[src/rtl/memwrite_checker_pkg.sv]
// memchk_pkg: types and constants shared by the memwrite_checker block.
//   state_e    - checker FSM states (idle, running, verdict pass/fail)
//   FC_*       - fail cause codes reported on fail_code
//   idx_width  - table index width, kept at least 1 bit for single-entry tables
package memchk_pkg;

    typedef enum logic [1:0] {
        ST_IDLE = 2'd0,
        ST_RUN  = 2'd1,
        ST_PASS = 2'd2,
        ST_FAIL = 2'd3
    } state_e;

    localparam logic [1:0] FC_NONE     = 2'd0;
    localparam logic [1:0] FC_BAD_ADDR = 2'd1;
    localparam logic [1:0] FC_BAD_DATA = 2'd2;
    localparam logic [1:0] FC_TIMEOUT  = 2'd3;

    function automatic int idx_width(input int n);
        return (n > 1) ? $clog2(n) : 1;
    endfunction

endpackage

[src/rtl/memwrite_checker_table.sv]
// memchk_table: N_EXP-entry register file of expected (address, data) pairs.
//   clk, reset  : clock, async active-high reset (clears every entry)
//   we_i        : write strobe; wr_idx_i >= N_EXP is dropped
//   wr_*        : write index / address / data
//   rd_idx_i    : read index (may equal N_EXP once a run is complete -> reads 0)
//   rd_*_o      : combinational read of the selected entry
module memchk_table
    import memchk_pkg::*;
#(
    parameter int ADDR_W = 16,
    parameter int DATA_W = 16,
    parameter int N_EXP  = 4,
    parameter int IDX_W  = idx_width(N_EXP),
    parameter int CNT_W  = $clog2(N_EXP + 1)
) (
    input  logic              clk,
    input  logic              reset,
    input  logic              we_i,
    input  logic [IDX_W-1:0]  wr_idx_i,
    input  logic [ADDR_W-1:0] wr_addr_i,
    input  logic [DATA_W-1:0] wr_data_i,
    input  logic [CNT_W-1:0]  rd_idx_i,
    output logic [ADDR_W-1:0] rd_addr_o,
    output logic [DATA_W-1:0] rd_data_o
);
    logic [ADDR_W-1:0] addr_q [N_EXP];
    logic [DATA_W-1:0] data_q [N_EXP];

    // Table storage: cleared on reset, one entry written per enabled cycle.
    always_ff @(posedge clk or posedge reset) begin
        if (reset) begin
            for (int i = 0; i < N_EXP; i++) begin
                addr_q[i] <= '0;
                data_q[i] <= '0;
            end
        end else if (we_i && (int'(wr_idx_i) < N_EXP)) begin
            addr_q[wr_idx_i] <= wr_addr_i;
            data_q[wr_idx_i] <= wr_data_i;
        end
    end

    // Read mux; out-of-range index yields zero rather than aliasing an entry.
    always_comb begin
        rd_addr_o = '0;
        rd_data_o = '0;
        for (int i = 0; i < N_EXP; i++) begin
            rd_addr_o = (int'(rd_idx_i) == i) ? addr_q[i] : rd_addr_o;
            rd_data_o = (int'(rd_idx_i) == i) ? data_q[i] : rd_data_o;
        end
    end

endmodule

[config.mk]
export PLATFORM = sky130hd
export DESIGN_NAME = memchk_table
export DESIGN_NICKNAME = d
export VERILOG_FILES = /design/src/rtl/memwrite_checker_pkg.sv /design/src/rtl/memwrite_checker_table.sv
export SDC_FILE = /design/constraint.sdc
export NUM_CORES = 1
export LEC_CHECK = 0
export CORE_ASPECT_RATIO = 0.75
export CORE_MARGIN = 2
export CORE_UTILIZATION = 35
export DETAILED_ROUTE_END_ITERATION = 12
export HOLD_SLACK_MARGIN = 0.03
export SLEW_MARGIN = 20
export SYNTH_ARGS = -nofsm -noshare
export SYNTH_HDL_FRONTEND = slang
export SYNTH_SLANG_ARGS = --single-unit
[constraint.sdc]
create_clock -name clk -period 4.8 [get_ports clk]
set_input_delay 0.96 -clock clk [delete_from_list [all_inputs] [get_ports clk]]
set_output_delay 0.96 -clock clk [all_outputs]
set_load 0.02 [all_outputs]
Word level (Yosys, flattened, before mapping):

Cells that the tools add are included.

* register bits after elaboration: 128
* input bits: 40
* output and inout port bits: 32
* word-level logic and storage cells: 28

* order comparisons: 2
* equality and inequality tests: 3
* multiplexer cells: 12
* bitwise gates (word level): 1
* reduce and logical (&&, ||, !) cells: 2

Operator list (count)
* 16-bit two-way mux: 9
* 64-bit bitwise mux: 2
* 16-bit demux with 2-bit select: 1
* 3-bit == test (second input constant): 2
* 3-bit by 2-bit == test with 1-bit output (second input constant): 1
* 3-bit greater-or-equal comparator (second input constant): 1
* 3-bit zero test: 1
* 3-bit by 1-bit < comparator with 1-bit output (second input constant): 1
* 2-bit NOT with 3-bit output: 1
* 1-bit logical AND: 1

Logic depth before layout (Yosys ltp):

Gate-level depths: netlist of the first run.

* depth in word-level cells: 6
* gate-level depth with buffers: 4
* depth with buffers taken out: 2

Worst setup path before layout of the first run:

No wires, ideal clock.

* path kind: input to output
* start: in rd_idx_i[2]
* end: out rd_addr_o[10]
* data arrival time: 1.956 ns
* required time: 3.840 ns
* path slack: 1.884 ns
* stages on the path: 4
* cell sequence: or2_2 clkbuf_1 clkbuf_1 o22ai_1

* cells in the longest elaborated chain, start to end: 5
* elaborated cells between the ends (all ways): 8
* classes of those cells: eq/ne: 3; mux: 4; reduce/logical: 1

Ends and longest elaborated chain
* start: declaration: RTL line memwrite_checker_table.sv:22 `input logic [CNT_W-1:0] rd_idx_i,`
* 3-bit zero test: RTL line memwrite_checker_table.sv:47 `rd_addr_o = (int'(rd_idx_i) == i) ? addr_q[i] : rd_addr_o;`
* 16-bit two-way mux (3 in a row): RTL line memwrite_checker_table.sv:47
* 16-bit two-way mux (*): RTL line memwrite_checker_table.sv:47
* end: declaration: RTL line memwrite_checker_table.sv:23 `output logic [ADDR_W-1:0] rd_addr_o,`

Every way passes the cells marked *; elsewhere a longest branch is shown, timed or not.

Worst setup path in the final report of the first run:

* start: in rd_idx_i[2]
* end: out rd_addr_o[12]

Same word-level chain as after synthesis.

==> metrics.yaml, run 1 <==
fin_cells: 680
syn_avg_cell_area_sq_um: 14.7
clk_path_buf_depth: 2
synth_nets: 425
hold_class: "flip-flop to flip-flop"
crit_path_end_kind: "output pin"
crit_arrival_ns: 3.03
maxSlewViolCount: 0
first_global_vias: 3746
gr-usage-met3_pct: 4.90
seq_area_frac_synth_pct: 56.6
gp_congestion: 0.700
power_density_nw_per_um2: 468
coreArea_sq_um: 15900
start_kind: "input pin"
top_usage_layer: "met2"
whs_path_depth: 1
portBuffers: 71
tns_ns: 0
cts_max_level: 4
holdBufCountCts: 0
n_fill_cell: 1428
grt_max_degree: 71
skew_ns: 0
use_met1_pct: 20.9
synthSimpleGateAreaFrac_pct: 0.795
antenna-diode-count: 0
max_slew.worst_pin.slew_ns: 1.06
cap_violations: 0
period_minus_slack_ns: 3.99
dpl.cell_count: 649
synth_compound_area_share_pct: 3.54
syn_to_final_growth_pct: 28.3
power_mw: 3.40
reg2reg_depth: 1
vias: 3411
synth_top_family_by_area: "multiplexers"
routed_wl_um: 12400
relSlewSlack_pct: 29.1
wire_per_inst_um: 18.2
via_per_inst: 5.02
layout-drive-gt1-share_pct: 36.4
track_usage_pct: 15.4
clkSlewWorstSetupHoldPaths_ns: 0.06
peakVddDrop_uv: 257
die_area_sq_um: 17200
synth_mux_area_share_pct: 36.8
rsz0062_at_grt: "false"
setup_viol: 0
row_count: 40
dr.first_iter.drc_count: 147
grt_pass1_wl_um: 20100
status: "finished clean"
antenna_found_initial: 0
dpl-instance-area_sq_um: 6600
cts_tree: "done"
place.detailed.hpwl_um: 7620
post-cts-setup-buffers: 0
die_w_um: 151
die_h_um: 114
crit_type: "input pin to output pin"
fin_crit_sh_pct: 83.1
grt-ovfl-total: 0
antenna_left: 0
ioPinCount: 72
cts_buffers: 17
worstSkewPairLatency_ns: 0.40
syn_area_sq_um: 5660
start_util_pct: 35.6
critPathRequiredTime_ns: 3.84
drc: 0
ys_warn_count: 0
yosys.area_share.adder_pct: 0
finalHoldViolations: 0
power_leakage_nw: 3.13
drtPass1Iterations: 4
cts_resized: 0
nNetsFinal: 498
yosys.area_share.xor_xnor_pct: 0
cts_root_buf: "clkbuf_16"
synthCells: 385
cp_max_fo: 27
ys_types: 14
use_met2_pct: 23.5
clkSinkCount: 128
stdcell_area_sq_um: 7270
ys_seq_elements: 128
fmax_mhz: 251
[state kept, by name, summed over array words and instances, names as in the netlist]
signal and flops:
data_q 64, addr_q 64
[path summary, 6_finish.rpt]
kind | slack (ns) | to | start
max in group asynchronous | 2.92 | addr_q[45] | reset
min | 0.49 | addr_q[57] | addr_q[57]
max reg2reg | 4.00 | data_q[1] | data_q[1]
max | 0.81 | rd_addr_o[12] | rd_idx_i[2]
min in group asynchronous | 1.06 | data_q[26] | reset
min reg2reg | 0.49 | addr_q[57] | addr_q[57]
[power by group]
part / total [mW] / internal [mW] / switching, mW
sequential: 1.38 / 1.28 / 0.0970
combinational: 0.570 / 0.323 / 0.247
clock: 1.45 / 0.995 / 0.456
total: 3.40 / 2.60 / 0.801
[layout by cell type, fill, tap and decap left out]
| master | count |
|---|---|
| or2_2 | 1 |
| bufinv_16 | 6 |
| buf_12 | 1 |
| mux2_2 | 126 |
| dfrtp_1 | 128 |
| inv_4 | 1 |
| buf_4 | 9 |
| nand3_2 | 1 |
| o22ai_1 | 32 |
| clkbuf_8 | 2 |
| clkbuf_1 | 1 |
| nand2b_2 | 1 |
| clkinv_2 | 3 |
| nor3b_4 | 1 |
| mux2i_1 | 64 |
| clkinvlp_4 | 2 |
| clkdlybuf4s50_1 | 70 |
| nand3b_1 | 2 |
| clkbuf_16 | 17 |
| mux2_1 | 2 |
[synth_stat cells]
library cell	number	share of area, %
mux2_2	126	25
inv_1	1	0.066
nand3_1	1	0.088
buf_4	3	0.40
nor3b_2	1	0.22
nand2b_1	1	0.11
mux2_1	2	0.40
nand3b_1	2	0.27
or2_2	1	0.11
clkbuf_1	7	0.46
o22ai_1	32	3.5
dfrtp_1	128	57
mux2i_1	64	11
buf_2	16	1.4
[layer usage]
layer	share of wire, %	vias up
met4	1.4	0
met5	0	-
met1	48	1758
li1	-	1574
met2	46	64
met3	4.6	15
[final cells by class]
| type | count | area, sq um | area share (%) |
|---|---|---|---|
| Sequential cell | 128 | 3200 | 44.1 |
| Timing Repair Buffer | 80 | 788 | 10.8 |
| Clock buffer | 20 | 457 | 6.28 |
| Tap cell | 210 | 263 | 3.62 |
| Multi-Input combinational cell | 230 | 2340 | 32.2 |
| Inverter | 1 | 6.26 | 0.0861 |
| Clock inverter | 11 | 210 | 2.89 |
[stage by stage]
stage | hold WS, ns | utilization [%] | worst slack, ns
floorplan | 0.457 | - | 0.427
global placement | 0.469 | 41.5 | 0.866
detailed placement | 0.474 | 41.5 | 0.828
CTS | 0.487 | 45.7 | 0.793
global route | 0.502 | 45.7 | 0.683
finish | 0.485 | 45.7 | 0.811
[worst max-delay path, stage by stage]
cell	delay (ns)
clkdlybuf4s50_1	0.41
nand2b_2	0.54
buf_4	0.34
o22ai_1	0.13
clkdlybuf4s50_1	0.64
[logic make-up after synthesis]
group | after synthesis
simple gates | 6
buf+inv | 27
compound gates | 32
flops | 128
mux | 192
Note: power is estimated with default switching activity, not from simulation.
==> inputs of run 2 (changes only) <==
==> constraint.sdc (replaced) <==
create_clock -name clk -period 4.18 [get_ports clk]
set_input_delay 0.836 -clock clk [delete_from_list [all_inputs] [get_ports clk]]
set_output_delay 0.836 -clock clk [all_outputs]
set_load 0.02 [all_outputs]
==> run 2 against run 1 <==
Against the previous run: count of clock-buffer cells in the layout down 2; critical endpoint is now rd_data_o[12]; die area unchanged; flip-flop and latch count is the same; sequential share of layout area fell by 0.17 points; sequential power rose by 14%; largest cell class unchanged; critical path type unchanged; first-iteration DRC count shrank 14%; critical path depth decreased by 1; routed wire length is 1.5% lower; clock power is 14% higher.
==> metrics.yaml, run 2 (same netlist as run 1, synthesis figures left out) <==
status: "finished clean"
max_slew.worst_pin.slew_ns: 1.01  # -0.0540 ns
cp_num_buf_inv: 2  # -1
start_kind: "input pin"
period_minus_slack_ns: 3.70
rsz0062_at_grt: "false"
finalHoldViolations: 0  # unchanged
holdPathEnd: "addr_q[57]"
grt-ovfl-total: 0  # unchanged
clk_path_buf_depth: 2  # unchanged
grt_max_degree: 73  # +2.8%
setup_viol: 0  # unchanged
cts_root_buf: "clkbuf_16"
place.detailed.hpwl_um: 7420  # -2.6%
critPathRequiredTime_ns: 3.34  # -0.50 ns
holdBufCountCts: 0  # unchanged
whs_path_depth: 1  # unchanged
cp_max_fo: 32  # +19%
hold_class: "flip-flop to flip-flop"
die_h_um: 114  # unchanged
path_common_cell: "clkdlybuf4s50_1"
row_count: 40  # unchanged
ioPinCount: 72  # unchanged
layout-drive-gt1-share_pct: 36.5  # +0.14 points
worst-r2r-setup-slack_ns: 3.40  # -0.60 ns
die_area_sq_um: 17200  # unchanged
routed_wl_um: 12200  # -1.5%
maxSlewViolCount: 0  # unchanged
drtPass1Iterations: 6  # +2
tns_ns: 0  # unchanged
die_w_um: 151  # unchanged
n_fill_cell: 1424  # -0.28%
finalCoreUtilization_pct: 45.8  # +0.17 points
clkSinkCount: 128  # unchanged
cp_slowest_cell: "clkdlybuf4s50_1"
dpl-instance-area_sq_um: 6630  # +0.40%
crit_path_end_kind: "output pin"
fmax_mhz: 271
hp-start: "addr_q[57]"
gp_congestion: 0.743  # +6.1%
antenna_left: 0  # unchanged
critPathMaxStageDelay_ns: 0.65  # about the same
reg2reg_depth: 1  # unchanged
cts_buffers: 17  # unchanged
worstSkewPairLatency_ns: 0.40  # about the same
cp_cell_sequence: "clkdlybuf4s50_1 -> or2_2 -> o22ai_1 -> clkdlybuf4s50_1"
cts_max_level: 4  # unchanged
cts_tree: "done"
start_util_pct: 35.6  # unchanged
timing.rr.start: "addr_q[56]"
syn_to_final_growth_pct: 28.8
nNetsFinal: 498  # unchanged
peakVddDrop_uv: 264  # +2.7%
skew_ns: 0  # unchanged
cap_violations: 0  # unchanged
drc: 0  # unchanged
power_leakage_nw: 3.12  # about the same
vias: 3419  # +0.23%
post-cts-setup-buffers: 0  # unchanged
cts_resized: 0  # unchanged
antenna-diode-count: 0  # unchanged
portBuffers: 71  # unchanged
track_usage_pct: 15.3  # -0.13 points
relSlewSlack_pct: 32.8  # +3.7 points
coreArea_sq_um: 15900  # unchanged
mostFrequentLayoutCell: "dfrtp_1"
via_per_inst: 5.02  # about the same
power_density_nw_per_um2: 534  # +14%
rr_endpoint: "addr_q[56]"
fin_crit_sh_pct: 88.4
crit_type: "input pin to output pin"
crit_family: "buffers and inverters"
first_global_vias: 3674  # -1.9%
wire_per_inst_um: 17.9  # -1.6%
crit_arrival_ns: 2.86  # -0.17 ns
final_cell_mix: "128 x dfrtp_1, 126 x mux2_2, 70 x clkdlybuf4s50_1"
stdcell_area_sq_um: 7300  # +0.38%
antenna_found_initial: 0  # unchanged
clkSlewWorstSetupHoldPaths_ns: 0.06  # about the same
reg_top3: "addr_q (64), data_q (64)"
grt_pass1_wl_um: 19600  # -2.0%
dr.first_iter.drc_count: 126  # -14%
[run 2: cell count changes in the layout (fill, tap and decap cells not counted)]
cell        previous run  this run
buf_12                 1         3
clkinvlp_4             2         4
inv_4                  1         0
clkinv_4               0         3
buf_4                  9         7
clkinv_2               3         2
clkbuf_8               2         0
[run 2: power by group]
part           internal, mW  leakage, nW  switching, mW
clock                  1.12        0.316          0.538
sequential             1.48         1.51          0.110
combinational         0.374         1.29          0.284
[run 2: routing by layer]
metal / GRT usage (%) / share of wire [%] / up-vias
met5: 0 / 0 / -
met1: 20.2 / 49 / 1783
met2: 24.2 / 47 / 57
met3: 4.58 / 4.1 / 5
met4: 4.74 / 0.61 / 0
li1: - / - / 1574
[run 2: area by class of cell]
type / instances / area [sq um] / share of cell area [%]
well taps: 210 / 263 / 3.60
repair buffers: 80 / 813 / 11.1
multi-input cells: 230 / 2340 / 32.1
flip-flops and latches: 128 / 3200 / 43.9
clock inverters: 14 / 239 / 3.28
clock buffers: 18 / 429 / 5.88
inverters: 1 / 7.51 / 0.103
[run 2: stage by stage]
stage	setup slack (ns)	cells	power, mW	hold slack (ns)
2_1_floorplan	1.51	385	2.02	0.457
3_3_place_gp	0.499	649	2.24	0.468
3_5_place_dp	0.487	649	2.27	0.479
4_1_cts	0.475	681	3.94	0.492
5_1_grt	0.384	681	4.09	0.510
6_report	0.485	681	3.90	0.492
[run 2: worst max-delay path by stage]
stage                      from            end  slack (ns)  depth (start not counted)
floorplan           rd_idx_i[2]  rd_addr_o[10]        1.51                          4
global placement    rd_idx_i[0]   rd_data_o[1]        0.50                          4
detailed placement  rd_idx_i[0]  rd_data_o[12]        0.49                          4
CTS                 rd_idx_i[0]  rd_data_o[12]        0.48                          4
global route        rd_idx_i[0]  rd_data_o[12]        0.38                          4
finish              rd_idx_i[0]  rd_data_o[12]        0.48                          4
==> inputs of run 3 (changes only) <==
--- a/config.mk
+++ b/config.mk
@@ -5,6 +5,7 @@
 export SDC_FILE = /design/constraint.sdc
 export NUM_CORES = 1
 export LEC_CHECK = 0
+export ABC_AREA = 1
 export CORE_ASPECT_RATIO = 0.75
 export CORE_MARGIN = 2
 export CORE_UTILIZATION = 35
==> constraint.sdc (replaced) <==
create_clock -name clk -period 4.18 [get_ports clk]
set_input_delay 0.836 -clock clk [delete_from_list [all_inputs] [get_ports clk]]
set_output_delay 0.836 -clock clk [all_outputs]
set_load 0.05 [all_outputs]
==> run 3 against run 2 <==
Against the previous run: design area is 4.0% higher; setup slack better by 0.25 ns; sequential power hardly changed; cell count is 35% higher; worst hold slack worse by 0.0095 ns; via count is 47% higher; synthesized cell count is 68% higher; first-iteration DRC count grew to 3.1 times the previous value; total power is 0.57% lower; clock skew stayed put.
==> metrics.yaml, run 3 <==
status: "finished clean"
holdBufCountCts: 0  # unchanged
syn_to_final_growth_pct: 30.7
clkSlewWorstSetupHoldPaths_ns: 0.05  # about the same
crit_type: "input pin to output pin"
antenna_left: 0  # unchanged
grt_max_degree: 129  # +77%
setup_viol: 0  # unchanged
synth_mux_area_share_pct: 0  # -37 points
synth_area_leaders: "dfrtp_1 55%, nand4_1 10%, o21ai_0 8.3%"
ioPinCount: 72  # unchanged
row_count: 40  # unchanged
place.detailed.hpwl_um: 9350  # +26%
start_kind: "input pin"
yosysTopAreaCellShare_pct: 55.2  # -1.4 points
power_leakage_nw: 3.38  # +8.1%
synth_nets: 685  # +61%
cts_buffers: 17  # unchanged
fin_crit_sh_pct: 82.4  # -6.0 points
dr.first_iter.drc_count: 393  # +210%
n_fill_cell: 1504  # +5.6%
yosys.area_share.xor_xnor_pct: 0  # unchanged
grt-ovfl-total: 0  # unchanged
synthCells: 645  # +68%
cp_cell_sequence: "clkdlybuf4s50_1 -> nor2_4 -> buf_4 -> nand3_1 -> nand4_1 -> buf_12"
cp_slowest_cell: "clkdlybuf4s50_1"
synth_compound_area_share_pct: 12.2  # +8.7 points
reg_top3: "addr_q (64), data_q (64)"
cts_tree: "done"
cap_violations: 0  # unchanged
regArea_sq_um: 3200  # unchanged
finalHoldViolations: 0  # unchanged
clkSinkCount: 128  # unchanged
yosysTopAreaCell: "dfrtp_1"
critPathRequiredTime_ns: 3.34  # about the same
cp_max_fo: 17  # -47%
synthSimpleGateAreaFrac_pct: 25.0  # +24 points
synth_edf_count: 0  # unchanged
routed_wl_um: 15500  # +27%
max_slew.worst_pin.slew_ns: 0.951  # -0.0548 ns
portBuffers: 71  # unchanged
grt_pass1_wl_um: 26200  # +34%
yosys.area_share.adder_pct: 0  # unchanged
die_h_um: 116  # +1.2%
crit_path_end_kind: "output pin"
gp_congestion: 0.763  # +2.8%
clk_path_buf_depth: 2  # unchanged
antenna-diode-count: 0  # unchanged
start_util_pct: 36.0  # +0.44 points
synth_top_family_by_area: "simple AND/OR/NAND/NOR gates"
drtPass1Iterations: 5  # -1
antenna_found_initial: 0  # unchanged
multi_input_area_sq_um: 2170  # -7.2%
wire_per_inst_um: 16.9  # -5.5%
ys_top_cells_by_count: "128 x dfrtp_1, 128 x nand2_1, 96 x nand4_1, 96 x o21ai_0, 64 x nand3_1"
ys_types: 16  # +2
first_global_vias: 4980  # +36%
crit_arrival_ns: 2.61  # -0.25 ns
synth_ff_type: "dfrtp_1"
finalCoreUtilization_pct: 47.1  # +1.2 points
syn_avg_cell_area_sq_um: 9.00  # -39%
fmax_mhz: 290  # +7.3%
skew_ns: 0  # unchanged
seq_area_frac_synth_pct: 55.2  # -1.4 points
drc: 0  # unchanged
critPathMaxStageDelay_ns: 0.49  # -0.16 ns
coreArea_sq_um: 16100  # +1.3%
ys_warn_count: 0  # unchanged
via_per_inst: 5.48  # +9.1%
cts_resized: 0  # unchanged
power_mw: 3.88  # -0.57%
power_density_nw_per_um2: 511  # -4.4%
async_flop_share_pct: 100  # unchanged
final_cell_mix: "128 x nand2_1, 128 x dfrtp_1, 96 x o21ai_0, 96 x nand4_1, 64 x nand3_1"
period_minus_slack_ns: 3.44  # -0.252 ns
cts_root_buf: "clkbuf_16"
rsz0062_at_grt: "false"
layout-drive-gt1-share_pct: 15.2  # -21 points
cp_num_buf_inv: 3  # +1
peakVddDrop_uv: 286  # +8.2%
crit_family: "buffers and inverters"
maxSlewViolCount: 0  # unchanged
hold_class: "flip-flop to flip-flop"
post-cts-setup-buffers: 0  # unchanged
track_usage_pct: 18.7  # +3.5 points
die_area_sq_um: 17600  # +2.4%
tns_ns: 0  # unchanged
cts_max_level: 4  # unchanged
vias: 5016  # +47%
relSlewSlack_pct: 36.5  # +3.7 points
nNetsFinal: 733  # +47%
die_w_um: 153  # +1.2%
ys_seq_elements: 128  # unchanged
syn_area_sq_um: 5800  # +2.5%
worstSkewPairLatency_ns: 0.41  # about the same
## run 3: cell types whose count changed after synthesis, sizes merged, moves of 2 or more
cell / before / now
nand2: 0 / 130
mux2: 128 / 0
o21ai: 0 / 128
nand4: 0 / 96
nand3: 1 / 66
mux2i: 64 / 0
inv: 1 / 36
o22ai: 32 / 0
buf: 19 / 40
clkbuf: 7 / 17
nor2: 0 / 4
nand3b: 2 / 0
## run 3: worst min-delay path, stage by stage (launching register included)
cell	delay, ns
dfrtp_1	0.34
nand2_1	0.06
o21ai_2	0.05
## run 3: area by class of cell
cell class	instances	area share, %
clock inverter	14	2.80
multi-input combinational	424	28.6
clock buffer	18	5.79
tap	210	3.46
inverter	36	1.83
timing repair buffer	86	15.3
sequential	128	42.2
## run 3: per-layer routing
layer / vias to the layer above / global-route usage (%) / part of all wire [%]
li1: 2358 / - / -
met1: 2461 / 24.9 / 45
met2: 169 / 30.5 / 46
met3: 28 / 4.71 / 6.7
met4: 0 / 6.42 / 1.6
met5: - / 0 / 0
## run 3: final timing paths
check	start	to	slack [ns]	depth (start not counted)
worst max-delay path	rd_idx_i[2]	rd_data_o[13]	0.74	6
worst min-delay path	data_q[47]	data_q[47]	0.48	2
worst max register to register	data_q[2]	data_q[2]	3.43	2
worst min register to register	data_q[47]	data_q[47]	0.48	2
max in group asynchronous	reset	data_q[31]	2.68	3
min in group asynchronous	reset	addr_q[12]	0.92	3
## run 3: power breakdown
part	internal, mW	leakage [nW]	switching, mW	total, mW
sequential	1.44	1.60	0.109	1.55
combinational	0.291	1.47	0.414	0.705
clock	1.07	0.308	0.553	1.62
total	2.80	3.38	1.08	3.88
## run 3: metrics by stage
step,hold WS [ns],setup slack (ns),std cells,area (sq um)
after floorplan,0.453,1.60,645,5810
after global placement,0.465,0.783,884,6940
after detailed placement,0.469,0.739,884,6940
after CTS,0.482,0.736,916,7590
after global routing,0.501,0.644,916,7590
final,0.482,0.737,916,7590
## run 3: cell families after synthesis
family / Yosys count
compound gates: 128
flops: 128
simple gates: 296
buf+inv: 93
